### src/rtl/demux_pkg.sv
// rtl/demux_pkg.sv - shared constants, slot state type and select-width helper for stream_demux
package demux_pkg;

  localparam logic MODE_ADDR = 1'b0;
  localparam logic MODE_RR   = 1'b1;
  localparam int   DROP_W    = 8;

  typedef enum logic {
    SLOT_EMPTY = 1'b0,
    SLOT_FULL  = 1'b1
  } slot_state_e;

  // Select width never drops below one bit, even for two channels.
  function automatic int calc_sel_w(input int n);
    return (n <= 2) ? 1 : $clog2(n);
  endfunction

endpackage

### src/rtl/demux_slot.sv
// rtl/demux_slot.sv - one-entry output holding register with drain-and-refill
module demux_slot
  import demux_pkg::*;
#(
  parameter int DATA_W = 8
) (
  input  logic              clk,
  input  logic              rst_n,
  input  logic              load_i,
  input  logic [DATA_W-1:0] data_i,
  input  logic              ready_i,
  output logic              valid_o,
  output logic [DATA_W-1:0] data_o,
  output logic              free_o
);

  slot_state_e       state_q, state_d;
  logic [DATA_W-1:0] data_q, data_d;

  // Next state: a full slot can be refilled in the same cycle it drains.
  always_comb begin
    state_d = state_q;
    data_d  = data_q;
    free_o  = 1'b0;
    case (state_q)
      SLOT_EMPTY: begin
        free_o = 1'b1;
        if (load_i) begin
          state_d = SLOT_FULL;
          data_d  = data_i;
        end
      end
      SLOT_FULL: begin
        free_o = ready_i;
        if (ready_i) begin
          if (load_i) begin
            data_d = data_i;
          end else begin
            state_d = SLOT_EMPTY;
          end
        end
      end
      default: begin
        state_d = SLOT_EMPTY;
      end
    endcase
  end

  // Slot state and payload registers; reset discards any held beat.
  always_ff @(posedge clk) begin
    if (!rst_n) begin
      state_q <= SLOT_EMPTY;
      data_q  <= '0;
    end else begin
      state_q <= state_d;
      data_q  <= data_d;
    end
  end

  assign valid_o = (state_q == SLOT_FULL);
  assign data_o  = data_q;

endmodule

### src/rtl/stream_demux.sv
// rtl/stream_demux.sv - 1-to-N valid/ready demultiplexer with addressed and round-robin routing
module stream_demux
  import demux_pkg::*;
#(
  parameter  int N_OUT  = 4,
  parameter  int DATA_W = 8,
  localparam int SEL_W  = calc_sel_w(N_OUT)
) (
  input  logic                    clk,
  input  logic                    rst_n,
  input  logic                    mode,
  input  logic                    in_valid,
  output logic                    in_ready,
  input  logic [DATA_W-1:0]       in_data,
  input  logic [SEL_W-1:0]        in_sel,
  output logic [N_OUT-1:0]        out_valid,
  input  logic [N_OUT-1:0]        out_ready,
  output logic [N_OUT*DATA_W-1:0] out_data,
  output logic                    sel_err,
  output logic [DROP_W-1:0]       drop_cnt
);

  logic [SEL_W-1:0]  rr_q, rr_d;
  logic              sel_err_q, sel_err_d;
  logic [DROP_W-1:0] drop_q, drop_d;
  logic [SEL_W-1:0]  tgt;
  logic              tgt_ok;
  logic              accept;
  logic              drop;
  logic [N_OUT-1:0]  slot_free;
  logic [N_OUT-1:0]  slot_load;

  // Target selection and the in_ready mux; in_valid only qualifies accept.
  always_comb begin
    tgt      = (mode == MODE_RR) ? rr_q : in_sel;
    tgt_ok   = (32'(tgt) < N_OUT);
    in_ready = 1'b0;
    if (rst_n) begin
      in_ready = tgt_ok ? slot_free[tgt] : 1'b1;
    end
    accept = in_valid & in_ready;
    drop   = accept & ~tgt_ok;
  end

  // Round-robin pointer, error pulse and saturating drop counter updates.
  always_comb begin
    rr_d      = rr_q;
    sel_err_d = drop;
    drop_d    = drop_q;
    if (accept && (mode == MODE_RR)) begin
      rr_d = (32'(rr_q) == N_OUT - 1) ? '0 : rr_q + SEL_W'(1);
    end
    if (drop && (drop_q != {DROP_W{1'b1}})) begin
      drop_d = drop_q + DROP_W'(1);
    end
  end

  // Control registers.
  always_ff @(posedge clk) begin
    if (!rst_n) begin
      rr_q      <= '0;
      sel_err_q <= 1'b0;
      drop_q    <= '0;
    end else begin
      rr_q      <= rr_d;
      sel_err_q <= sel_err_d;
      drop_q    <= drop_d;
    end
  end

  assign sel_err  = sel_err_q;
  assign drop_cnt = drop_q;

  for (genvar k = 0; k < N_OUT; k++) begin : g_slot
    assign slot_load[k] = accept & tgt_ok & (32'(tgt) == k);

    demux_slot #(
      .DATA_W(DATA_W)
    ) u_slot (
      .clk    (clk),
      .rst_n  (rst_n),
      .load_i (slot_load[k]),
      .data_i (in_data),
      .ready_i(out_ready[k]),
      .valid_o(out_valid[k]),
      .data_o (out_data[k*DATA_W +: DATA_W]),
      .free_o (slot_free[k])
    );
  end

endmodule

### config.mk
export PLATFORM = sky130hd
export DESIGN_NAME = stream_demux
export DESIGN_NICKNAME = d
export VERILOG_FILES = /design/src/rtl/demux_pkg.sv /design/src/rtl/demux_slot.sv /design/src/rtl/stream_demux.sv
export SDC_FILE = /design/constraint.sdc
export NUM_CORES = 1
export LEC_CHECK = 0
export BUFFER_PORTS_ARGS = -buffer_cell sky130_fd_sc_hd__buf_2
export CAP_MARGIN = 20
export CORE_MARGIN = 5
export CORE_UTILIZATION = 53
export DETAILED_ROUTE_END_ITERATION = 8
export PLACE_DENSITY = 0.84
export SLEW_MARGIN = 20
export SYNTH_ARGS = -nofsm -noshare
export SYNTH_HDL_FRONTEND = slang
export SYNTH_HIERARCHICAL = 1
export SYNTH_SLANG_ARGS = --single-unit
### constraint.sdc
create_clock -name clk -period 3 [get_ports clk]
set_input_delay 0.3 -clock clk [delete_from_list [all_inputs] [get_ports clk]]
set_output_delay 0.3 -clock clk [all_outputs]
set_load 0.02 [all_outputs]
==> reports/results.ini <==
[run_status]
status=finished clean

[grt]
overflow=0
grt_max_degree=38
grt_pass1_wl_um=5720
grt_util_all_layers_pct=16.4
antenna_found_initial=0
grt_pass1_vias=1295

[setup_path]
worst_setup_path_end_kind=output pin
crit_arrival_ps=1960
slowest_stage=dfxtp_1
r2r_setup_slack_ps=1030
worstPathCellList=and4b_1, a31o_1, a2111o_1, and2_2, buf_2
crit_type=reg -> out
cp_slowest_stage_delay_ps=450
crit_path_max_fanout=7
start_kind=register
cp.required_ps=2700

[floorplanning]
rows=21
core_area_mm2=0.00334
ioPinCount=64
die-area_mm2=0.00473
die_h_um=68.8
initial_core_util_pct=54.9
die_x_um=68.8

[place]
hpwl_um=2760
place_area_mm2=0.00204
pre_cts_ws_ps=968
place.gp.congestion=0.855
io_buffers=54

[pwr]
irDropWorstVdd_mv=0.250
intPower_mw=0.647
seq_power_share_pct=58.5
switchingPower_mw=0.248
clkPwrFrac_pct=27.3
combinationalPowerShare_pct=14.2
swShare_pct=27.7
p_per_area_mw_per_mm2=429
p_leak_nw=0.956

[cells_and_area]
stdcell_area_mm2=0.00209
drive_gt1_share_pct=29.2
n_antenna_cell=0
area_growth_pct=13.8
final_nets=272
fillers=319

[synthesis]
synth_most_common_cell=nand2_1
synth_seq_cells=38
synth_edf_count=0
synth_area_leaders=dfxtp_1 (42%), mux2i_1 (19%), nand2_1 (14%)
seq_area_frac_synth_pct=41.5
ys_warn_count=6
syn_inst=205
synth_area_mm2=0.00183
synthTopCellsByCount=nand2_1 (67), dfxtp_1 (38), mux2i_1 (34)
synth_area_per_cell_um2=8.94
synth_flop_cell=dfxtp_1
synth_top_area_share_pct=41.5
synth_cell_types=29
synth_top_area_cell=dfxtp_1
synthArstFlopShare_pct=0

[sta]
final.setup.tns_ps=0
fin_worst_skew_ps=13.1
finalSetupViolCount=0
slew_headroom_pct=64.3
period_minus_slack_ps=2260
drv_slew=0
worst_pin_slew_ps=536
fin_ws_ps=736
fmax_ghz=0.442
hold_viol=0
period_share_pct=75.5
rsz0062_at_grt=no

[routing]
wl_per_cell_um=12.4
remaining_drc_errors=0
dr.pass1.iters=6
viasPerCell=4.94
vias=1476
drt-total-wl_um=3700
ant_nets=0
drt_iter0_markers=117

[cts]
clk_latency_ps=340
holdBufCountCts=0
clock_sinks=38
clkTransAtPathRegs_ps=110
cts_buffer_depth=2
cts_tree=yes
h-tree-depth=2
cts_resized=0
cts_setup_buffers=0
cts-buffers-inserted=5
cts-root-buf=clkbuf_4

[min_path]
hold_path_class=in -> reg

[flow_run]
maxCapViolCount=0

-- sequential cells by signal (all words and copies together), names as in the netlist --
| signal | flops |
|---|---|
| rr_q | 2 |
| g_slot.u_slot/valid_o | 4 |
| g_slot.u_slot/data_o | 32 |
-- cells in the final DEF (no fill, tap or decap), types with 4 or more instances in the layout --
cell type  count
clkbuf_4       5
buf_2         54
nand2b_4       4
a21boi_0       5
nor2_1         4
nand2_1       67
dfxtp_1       38
conb_1         9
mux2i_1       34
and2_4         4
inv_1          7
-- logic make-up after synthesis --
group,count (synthesis),synth area share [%]
DFF,38,41.5
muxes,34,18.6
adders and majority gates,1,0.682
AOI/OAI and AO/OA,12,5.19
other,1,0.205
buffers and inverters,29,10.2
and+or+nand+nor,90,23.7
-- final timing paths --
check / startpoint / end / cells past startpoint
setup / recovery: rr_q[0] / in_ready / 5
hold / removal: in_data[4] / g_slot[2].u_slot/data_o[4] / 3
setup reg to reg: rr_q[0] / g_slot[3].u_slot/data_o[1] / 7
hold reg to reg: g_slot[0].u_slot/data_o[1] / g_slot[0].u_slot/data_o[1] / 2
-- critical path: cells and delay by family, from the launching register on --
family | cells | cell delay (ps)
AO/OA/AOI/OAI | 2 | 610
flip-flops | 1 | 450
AND/OR/NAND/NOR | 2 | 420
buffers and inverters | 1 | 150
-- power by group through the flow --
stage               Sequential [mW]  Combinational [mW]  Clock [mW]
finish                        0.524               0.127       0.245
global route                  0.526               0.141       0.275
CTS                           0.524               0.127       0.251
detailed placement            0.535               0.127           0
global placement              0.535               0.125           0
floorplan                     0.547              0.0901           0
-- stage by stage --
step                      util (%)  hold slack, ps  total power, mW  std cells
after global placement        61.1             440            0.661        292
after detailed placement      61.1             443            0.662        292
after CTS                     62.5             226            0.903        299
final                         62.5             227            0.896        299
after floorplan                  -             442            0.637        213
after global routing          62.5             224            0.942        299
-- area by class of cell --
| class | count | area [um^2] | area share, % |
|---|---|---|---|
| repair buffers | 55 | 278 | 13.3 |
| well taps | 46 | 57.6 | 2.76 |
| clock inverters | 2 | 10.0 | 0.480 |
| inverters | 7 | 26.3 | 1.26 |
| clock buffers | 5 | 37.5 | 1.80 |
| multi-input cells | 146 | 916 | 43.9 |
| flip-flops and latches | 38 | 761 | 36.5 |
-- metal layers --
| metal | part of all wire, % | vias to the layer above | global-route usage, % |
|---|---|---|---|
| met5 | 0 | - | 0 |
| met4 | 0.65 | 0 | 5.84 |
| met3 | 7.1 | 4 | 5.19 |
| met2 | 49 | 45 | 26.2 |
| met1 | 43 | 686 | 20.8 |
| li1 | - | 741 | - |
(Power assumes the default switching activity.)
